`src/rtl/bcd_down_counter_if.sv`:
```
`default_nettype none
// ============================================================================
// Module      : bcd_down_counter_if
// Description : Load/count/status bundle for the BCD down-counter.
//               master = the block that loads and enables the counter,
//               slave  = the counter itself.
// Revision    : 1.0 - initial release
// ============================================================================
interface bcd_down_counter_if #(
  parameter int DIGITS = 2
);
  logic                  load;
  logic [4*DIGITS-1:0]   load_val;
  logic                  en;
  logic [4*DIGITS-1:0]   cnt;
  logic                  bout;
  logic                  zero;
  logic                  load_err;

  modport master (
    output load, load_val, en,
    input  cnt, bout, zero, load_err
  );

  modport slave (
    input  load, load_val, en,
    output cnt, bout, zero, load_err
  );
endinterface
`default_nettype wire

```
`src/rtl/bcd_down_counter.sv`:
```
`default_nettype none
// ============================================================================
// Module      : bcd_down_counter
// Description : Multi-digit BCD down-counter with parallel load (invalid
//               digits clamped to 9), registered borrow-out and optional
//               auto-reload of the last loaded value on wrap.
// Revision    : 1.0 - initial release
// ============================================================================
module bcd_down_counter #(
  parameter int DIGITS      = 2,
  parameter bit AUTO_RELOAD = 1'b0
) (
  input  wire logic          clk,
  input  wire logic          rstn,
  bcd_down_counter_if.slave  bus
);

  localparam int W = 4 * DIGITS;
  localparam logic [W-1:0] c_all_nines = {DIGITS{4'h9}};

  logic [W-1:0]      r_cnt;
  logic [W-1:0]      r_reload;
  logic              r_bout;
  logic              r_load_err;

  logic [W-1:0]      w_clamped;
  logic [DIGITS-1:0] w_digit_err;
  logic [W-1:0]      w_dec;
  logic              w_is_zero;
  logic [W-1:0]      w_cnt_nxt;
  logic [W-1:0]      w_reload_nxt;
  logic              w_bout_nxt;
  logic              w_load_err_nxt;

  // Per-digit validation of the load value: anything above 9 becomes 9.
  for (genvar g = 0; g < DIGITS; g++) begin : g_clamp
    assign w_digit_err[g]     = (bus.load_val[4*g +: 4] > 4'd9);
    assign w_clamped[4*g +: 4] = w_digit_err[g] ? 4'd9 : bus.load_val[4*g +: 4];
  end

  assign w_is_zero = (r_cnt == '0);

  // Ripple-borrow decrement: zeros become 9 and pass the borrow upward.
  always_comb begin
    logic borrow;
    borrow = 1'b1;
    w_dec  = r_cnt;
    for (int i = 0; i < DIGITS; i++) begin
      if (borrow) begin
        if (r_cnt[4*i +: 4] == 4'd0) begin
          w_dec[4*i +: 4] = 4'd9;
        end else begin
          w_dec[4*i +: 4] = r_cnt[4*i +: 4] - 4'd1;
          borrow          = 1'b0;
        end
      end
    end
  end

  // Next-state selection with priority load > en > hold.
  always_comb begin
    w_cnt_nxt      = r_cnt;
    w_reload_nxt   = r_reload;
    w_bout_nxt     = 1'b0;
    w_load_err_nxt = 1'b0;
    if (bus.load) begin
      w_cnt_nxt      = w_clamped;
      w_reload_nxt   = w_clamped;
      w_load_err_nxt = |w_digit_err;
    end else if (bus.en) begin
      if (w_is_zero) begin
        w_cnt_nxt  = AUTO_RELOAD ? r_reload : c_all_nines;
        w_bout_nxt = 1'b1;
      end else begin
        w_cnt_nxt  = w_dec;
      end
    end
  end

  // Counter, reload value and one-cycle status pulses.
  always_ff @(posedge clk or negedge rstn) begin
    if (!rstn) begin
      r_cnt      <= '0;
      r_reload   <= '0;
      r_bout     <= 1'b0;
      r_load_err <= 1'b0;
    end else begin
      r_cnt      <= w_cnt_nxt;
      r_reload   <= w_reload_nxt;
      r_bout     <= w_bout_nxt;
      r_load_err <= w_load_err_nxt;
    end
  end

  assign bus.cnt      = r_cnt;
  assign bus.bout     = r_bout;
  assign bus.load_err = r_load_err;
  assign bus.zero     = w_is_zero;

endmodule
`default_nettype wire

```
`src/flat_wrapper.sv`:
```
// flat-port wrapper written by rule: the top's interface ports become plain ports
module bcd_down_counter_flat 
#(
  parameter int DIGITS      = 2,
  parameter bit AUTO_RELOAD = 1'b0
)
  (clk, rstn, bus_load, bus_load_val, bus_en, bus_cnt, bus_bout, bus_zero, bus_load_err);
  bcd_down_counter_if #(.DIGITS(DIGITS)) bus_i ();
  input  wire logic clk;
  input  wire logic rstn;
  input wire logic [$bits(bus_i.load)-1:0] bus_load;
  input wire logic [$bits(bus_i.load_val)-1:0] bus_load_val;
  input wire logic [$bits(bus_i.en)-1:0] bus_en;
  output wire logic [$bits(bus_i.cnt)-1:0] bus_cnt;
  output wire logic [$bits(bus_i.bout)-1:0] bus_bout;
  output wire logic [$bits(bus_i.zero)-1:0] bus_zero;
  output wire logic [$bits(bus_i.load_err)-1:0] bus_load_err;
  assign bus_i.load = bus_load;
  assign bus_i.load_val = bus_load_val;
  assign bus_i.en = bus_en;
  assign bus_cnt = bus_i.cnt;
  assign bus_bout = bus_i.bout;
  assign bus_zero = bus_i.zero;
  assign bus_load_err = bus_i.load_err;
  bcd_down_counter #(.DIGITS(DIGITS), .AUTO_RELOAD(AUTO_RELOAD)) u_core (.clk(clk), .rstn(rstn), .bus(bus_i));
endmodule
```
`config.mk`:
```
export PLATFORM = sky130hd
export DESIGN_NAME = bcd_down_counter_flat
export DESIGN_NICKNAME = d
export VERILOG_FILES = /design/src/rtl/bcd_down_counter_if.sv /design/src/rtl/bcd_down_counter.sv /design/src/flat_wrapper.sv
export SDC_FILE = /design/constraint.sdc
export NUM_CORES = 1
export LEC_CHECK = 0
export BUFFER_PORTS_ARGS = -buffer_cell sky130_fd_sc_hd__buf_4
export CAP_MARGIN = 20
export CORE_UTILIZATION = 42
export DETAILED_ROUTE_END_ITERATION = 12
export GPL_ROUTABILITY_DRIVEN = 1
export HOLD_SLACK_MARGIN = 0.05
export PLACE_DENSITY = 0.72
export SKIP_CTS_REPAIR_TIMING = 1
export SLEW_MARGIN = 0
export SYNTH_ARGS = -nofsm -noshare
export SYNTH_HDL_FRONTEND = slang
export SYNTH_SLANG_ARGS = --single-unit
```
`constraint.sdc`:
```
create_clock -name clk -period 1.5 [get_ports clk]
set_clock_uncertainty 0.1 [all_clocks]
set_input_delay 0.075 -clock clk [delete_from_list [all_inputs] [get_ports clk]]
set_output_delay 0.075 -clock clk [all_outputs]
set_load 0.05 [all_outputs]
```
# Word level (Yosys, flattened, before mapping)
# Index checks and enable logic that the tools add are counted.
[classes]
add_sub_neg = 2
magnitude_cmp = 2
n_mux = 13
reduce_logical = 7
[ops]
columns = ["operator", "count"]
rows = [
  ["8-bit 2-to-1 mux", 3],
  ["4-bit 2-to-1 mux", 5],
  ["4-bit > comparator, second input constant", 2],
  ["4-bit logical NOT", 2],
  ["8-bit logical NOT", 1],
  ["4-bit by 1-bit subtractor with 4-bit output, second input constant", 2],
  ["1-bit 2-to-1 mux", 5],
  ["3-bit nonzero test", 1],
  ["2-bit AND reduction", 1],
  ["2-bit nonzero test", 1],
  ["2-bit OR reduction", 1],
]
[totals]
ff_bits = 10
inputBits = 12
wordCells = 28

# Longest topological paths before layout
[depth]
word_depth = 6
ltp_mapped = 5
ltp_nobuf = 5

# Worst setup path after synthesis
# No wires, ideal clock.
[synth_path]
path_type = "register to register"
startpoint = "reg u_core.r_cnt[4], in the netlist u_core.bus.cnt[4]"
endpoint = "reg u_core.r_bout, in the netlist u_core.bus.bout"
setup_time_ns = 0.068
arrival_time_ns = 1.899
t_required_ns = 1.332
path_slack_ns = -0.567
stages_incl_launch_ff = 6
n_path_buf = 0
period_less_slack_ns = 2.067
path_cell_list = "dfrtp_1 > inv_1 > ha_1 > nor3b_1 > and3b_1 > and3b_1"
[synth_via]
elab_chain_len = 4
[synth_lines]
columns = ["element", "line_no", "source"]
rows = [
  ["start: declaration", "bcd_down_counter.sv:21", "logic [W-1:0] r_cnt;"],
  ["start signal: assignment", "bcd_down_counter.sv:88", "r_cnt <= w_cnt_nxt;"],
  ["8-bit logical NOT", "bcd_down_counter.sv:41", "assign w_is_zero = (r_cnt == '0);"],
  ["net bus_zero", "flat_wrapper.sv:16", "output wire logic [$bits(bus_i.zero)-1:0] bus_zero;"],
  ["1-bit 2-to-1 mux", "bcd_down_counter.sv:71", "if (w_is_zero) begin"],
  ["1-bit 2-to-1 mux", "bcd_down_counter.sv:70", "end else if (bus.en) begin"],
  ["1-bit 2-to-1 mux", "bcd_down_counter.sv:66", "if (bus.load) begin"],
  ["net u_core.w_bout_nxt", "bcd_down_counter.sv:32", "logic w_bout_nxt;"],
  ["end signal: assignment", "bcd_down_counter.sv:90", "r_bout <= w_bout_nxt;"],
  ["end: declaration", "bcd_down_counter.sv:23", "logic r_bout;"],
]
# The timed path passes the listed nets, and every way through them passes these cells.
# A chain may end at the register's enable or synchronous reset.

# Worst setup path after layout
[layout_path]
startpoint = "reg u_core.r_cnt[4], in the netlist u_core.bus.cnt[4]"
endpoint = "out bus_zero"
[layout_via]
elab_chain_len = 1
[layout_lines]
columns = ["element", "line_no"]
rows = [
  ["8-bit logical NOT", "bcd_down_counter.sv:41"],
  ["end: declaration", "flat_wrapper.sv:16"],
]
# Every way passes these cells.

==> impl_metrics.py <==
metrics = {
    "place": {
        "gp_congestion": 0.783,
        "dp_cells": 110,
        "portBuffers": 22,
        "post_dp_cell_area_um2": 910,
        "hpwl_mm": 1.22,
    },
    "pwr": {
        "power.density_mw_per_mm2": 871,
        "swShare_pct": 35.7,
        "seqPwrFrac_pct": 33.7,
        "ir_drop_mv": 0.562,
        "switchingPower_w": 0.000347,
        "p_clk_share_pct": 25.7,
        "fin_total_pwr_w": 0.000974,
        "static-leakage-power_nw": 0.527,
        "intPower_w": 0.000627,
        "comb_power_share_pct": 40.6,
    },
    "finish": {
        "synthToLayoutAreaGrowth_pct": 70.9,
        "diodes": 0,
        "drive_above_1_share_pct": 47.8,
        "utilization_pct": 81.9,
        "stdcell_count": 130,
        "fin_nets": 131,
        "design_area_mm2": 0.00112,
    },
    "clock_tree": {
        "htreeDepth": 1,
        "clk_latency_ns": 0.27,
        "clockBufferDepth": 2,
        "cts_tree": "yes",
        "clockRootBuffer": "clkbuf_4",
        "cts_sinks": 10,
        "numCtsBuffers": 3,
        "clkTransAtPathRegs_ns": 0.07,
    },
    "grt": {
        "grt_pass1_vias": 593,
        "grt_pass1_wl_mm": 2.60,
        "grt_max_degree": 20,
        "antenna_found_initial": 0,
        "grt.overflow.total": 0,
        "track_usage_pct": 19.6,
    },
    "timing": {
        "hold_viol_final": 0,
        "fin_ws_ns": -0.129,
        "setup_violations": 2,
        "fmax_mhz": 614,
        "drv_slew": 0,
        "slew_headroom_pct": 84.8,
        "fin_crit_sh_pct": 109,
        "rsz0062_at_grt": "true",
        "worst_pin_slew_ns": 0.225,
        "min_period_ns": 1.63,
    },
    "die": {
        "fp.dieArea_mm2": 0.00172,
        "rows": 13,
        "initial_core_util_pct": 47.9,
        "die_w_um": 41.5,
        "io_pins": 23,
        "chipHeight_um": 41.5,
        "core_mm2": 0.00137,
    },
    "synth": {
        "synth_edf_count": 0,
        "synth_top_area_cell": "dfrtp_1",
        "syn_avg_cell_area_um2": 9.35,
        "yosys_most_used_dff": "dfrtp_1",
        "synth-seq-area-share_pct": 38.2,
        "netlist_top_cells_area": "dfrtp_1 (38%), ha_1 (5.7%), nor2b_1 (3.8%), inv_1 (3.4%), a21oi_1 (3.1%)",
        "synth_commonest_cells": "dfrtp_1 (10), inv_1 (6), a21oi_1 (4), nor2b_1 (4), o21ai_0 (4)",
        "ys_async_sr_fraction_pct": 100,
        "yosysUniqueCellTypes": 35,
        "synthesis.nets": 85,
        "synth_top_area_share_pct": 38.2,
        "ys_seq_elements": 10,
        "yosysWarningCount": 0,
        "postSynthCellCount": 70,
        "synth_area_um2": 654,
        "yosysMostFrequentCell": "dfrtp_1",
    },
    "worst_setup_path": {
        "worstSetupEndpointType": "primary output",
        "r2r-end": "u_core.bus.cnt[5]",
        "r2r-start": "u_core.bus.cnt[4]",
        "crit_path_start_kind": "register",
        "crit_arrival_ns": 1.45,
        "r2r_cells": 6,
        "critPathMaxFanout": 4,
        "endpoint": "bus_zero",
        "required_ns": 1.32,
        "critical_path_class": "reg -> out",
        "reg2reg_slack_ns": -0.07,
        "cp-startpoint": "u_core.bus.cnt[4]",
    },
    "routing": {
        "ant_nets": 0,
        "drt_iter0_markers": 16,
        "route.detailed.drc": 0,
        "drt_wl_total_mm": 1.75,
        "wl_per_cell_um": 13.5,
        "first_pass_iters": 4,
        "route.vias.total": 690,
        "vias_per_cell": 5.31,
    },
    "worst_hold_path": {
        "min_path_type": "in -> reg",
        "holdPathStages": 3,
    },
    "run_status": {
        "status": "complete, but fails checks",
        "violations": "setup timing",
    },
    "job": {
        "maxCapViolations": 0,
    },
}
[cell usage in the layout (no fill, tap or decap), types with 2 or more instances in the layout]
master	Yosys	layout
inv_1	6	2
o21ai_0	4	3
nand2_1	2	2
dlygate4sd3_1	0	10
clkbuf_4	0	3
nor3_1	3	2
nor2_1	3	3
and2_1	2	2
buf_4	0	32
dfrtp_2	0	4
a21oi_1	4	3
nand2b_1	2	2
inv_2	0	4
dfrtp_1	10	6
nand3b_1	2	2
ha_4	0	2
nor2b_1	4	3
[sequential cells by signal, indices dropped and copies added (netlist names)]
| signal | flops |
|---|---|
| u_core.bus.load_err | 1 |
| u_core.bus.bout | 1 |
| u_core.bus.cnt | 8 |
[layer usage]
| metal | share of wire (%) | up-vias | wire (um) | track usage, % |
|---|---|---|---|---|
| met5 | 0 | - | 0 | 0 |
| met4 | 1.0 | 0 | 18 | 7.74 |
| met3 | 3.3 | 4 | 57 | 3.48 |
| met2 | 47 | 17 | 827 | 27.8 |
| met1 | 48 | 324 | 847 | 29.2 |
| li1 | - | 345 | - | - |
[power by group through the flow]
stage | clock [W] | combinational (W) | sequential, W
2_1_floorplan | 0 | 0.000122 | 0.000424
3_3_place_gp | 0 | 0.000332 | 0.000331
3_5_place_dp | 0 | 0.000338 | 0.000333
4_1_cts | 0.000255 | 0.000339 | 0.000327
5_1_grt | 0.000269 | 0.000424 | 0.000333
6_report | 0.000250 | 0.000395 | 0.000328
[worst min-delay path by stage]
stage | start | end | slack, ns
after global placement | rstn | u_core.bus.cnt[6] | -0.19
after CTS | rstn | u_core.bus.cnt[6] | -0.48
final | bus_load_val[7] | u_core.bus.load_err | 0.05
after global routing | bus_load_val[7] | u_core.bus.load_err | 0.08
after detailed placement | rstn | u_core.bus.cnt[6] | -0.19
after floorplan | rstn | u_core.bus.bout | -0.32
[kinds of logic after synthesis]
logic type / after synthesis / synth area share [%]
flops: 10 / 38.2
simple gates: 28 / 29.1
buf+inv: 8 / 4.78
fa+ha+maj: 3 / 5.74
compound gates: 21 / 22.2
[through the flow]
step,setup WS (ns),hold slack [ns],setup TNS (ns)
CTS,-0.215,-0.484,-0.215
global placement,0.0335,-0.188,0
floorplan,-0.182,-0.321,-0.569
finish,-0.129,0.0495,-0.203
global route,-0.168,0.0775,-0.370
detailed placement,0.0117,-0.188,0
[cell type report]
class,instances,area [um^2]
fill,83,248
inverter,6,22.5
timing repair buffer,43,355
sequential,10,255
tap,15,18.8
clock buffer,4,36.3
multi-input combinational,52,430
[worst max-delay path, stage by stage, from the launching register on]
cell and delay, ns:
dfrtp_2 0.42, inv_2 0.08, ha_4 0.13, nor3b_4 0.18, and3b_2 0.23, buf_8 0.14
No activity file was read; power rests on OpenSTA's default activity.
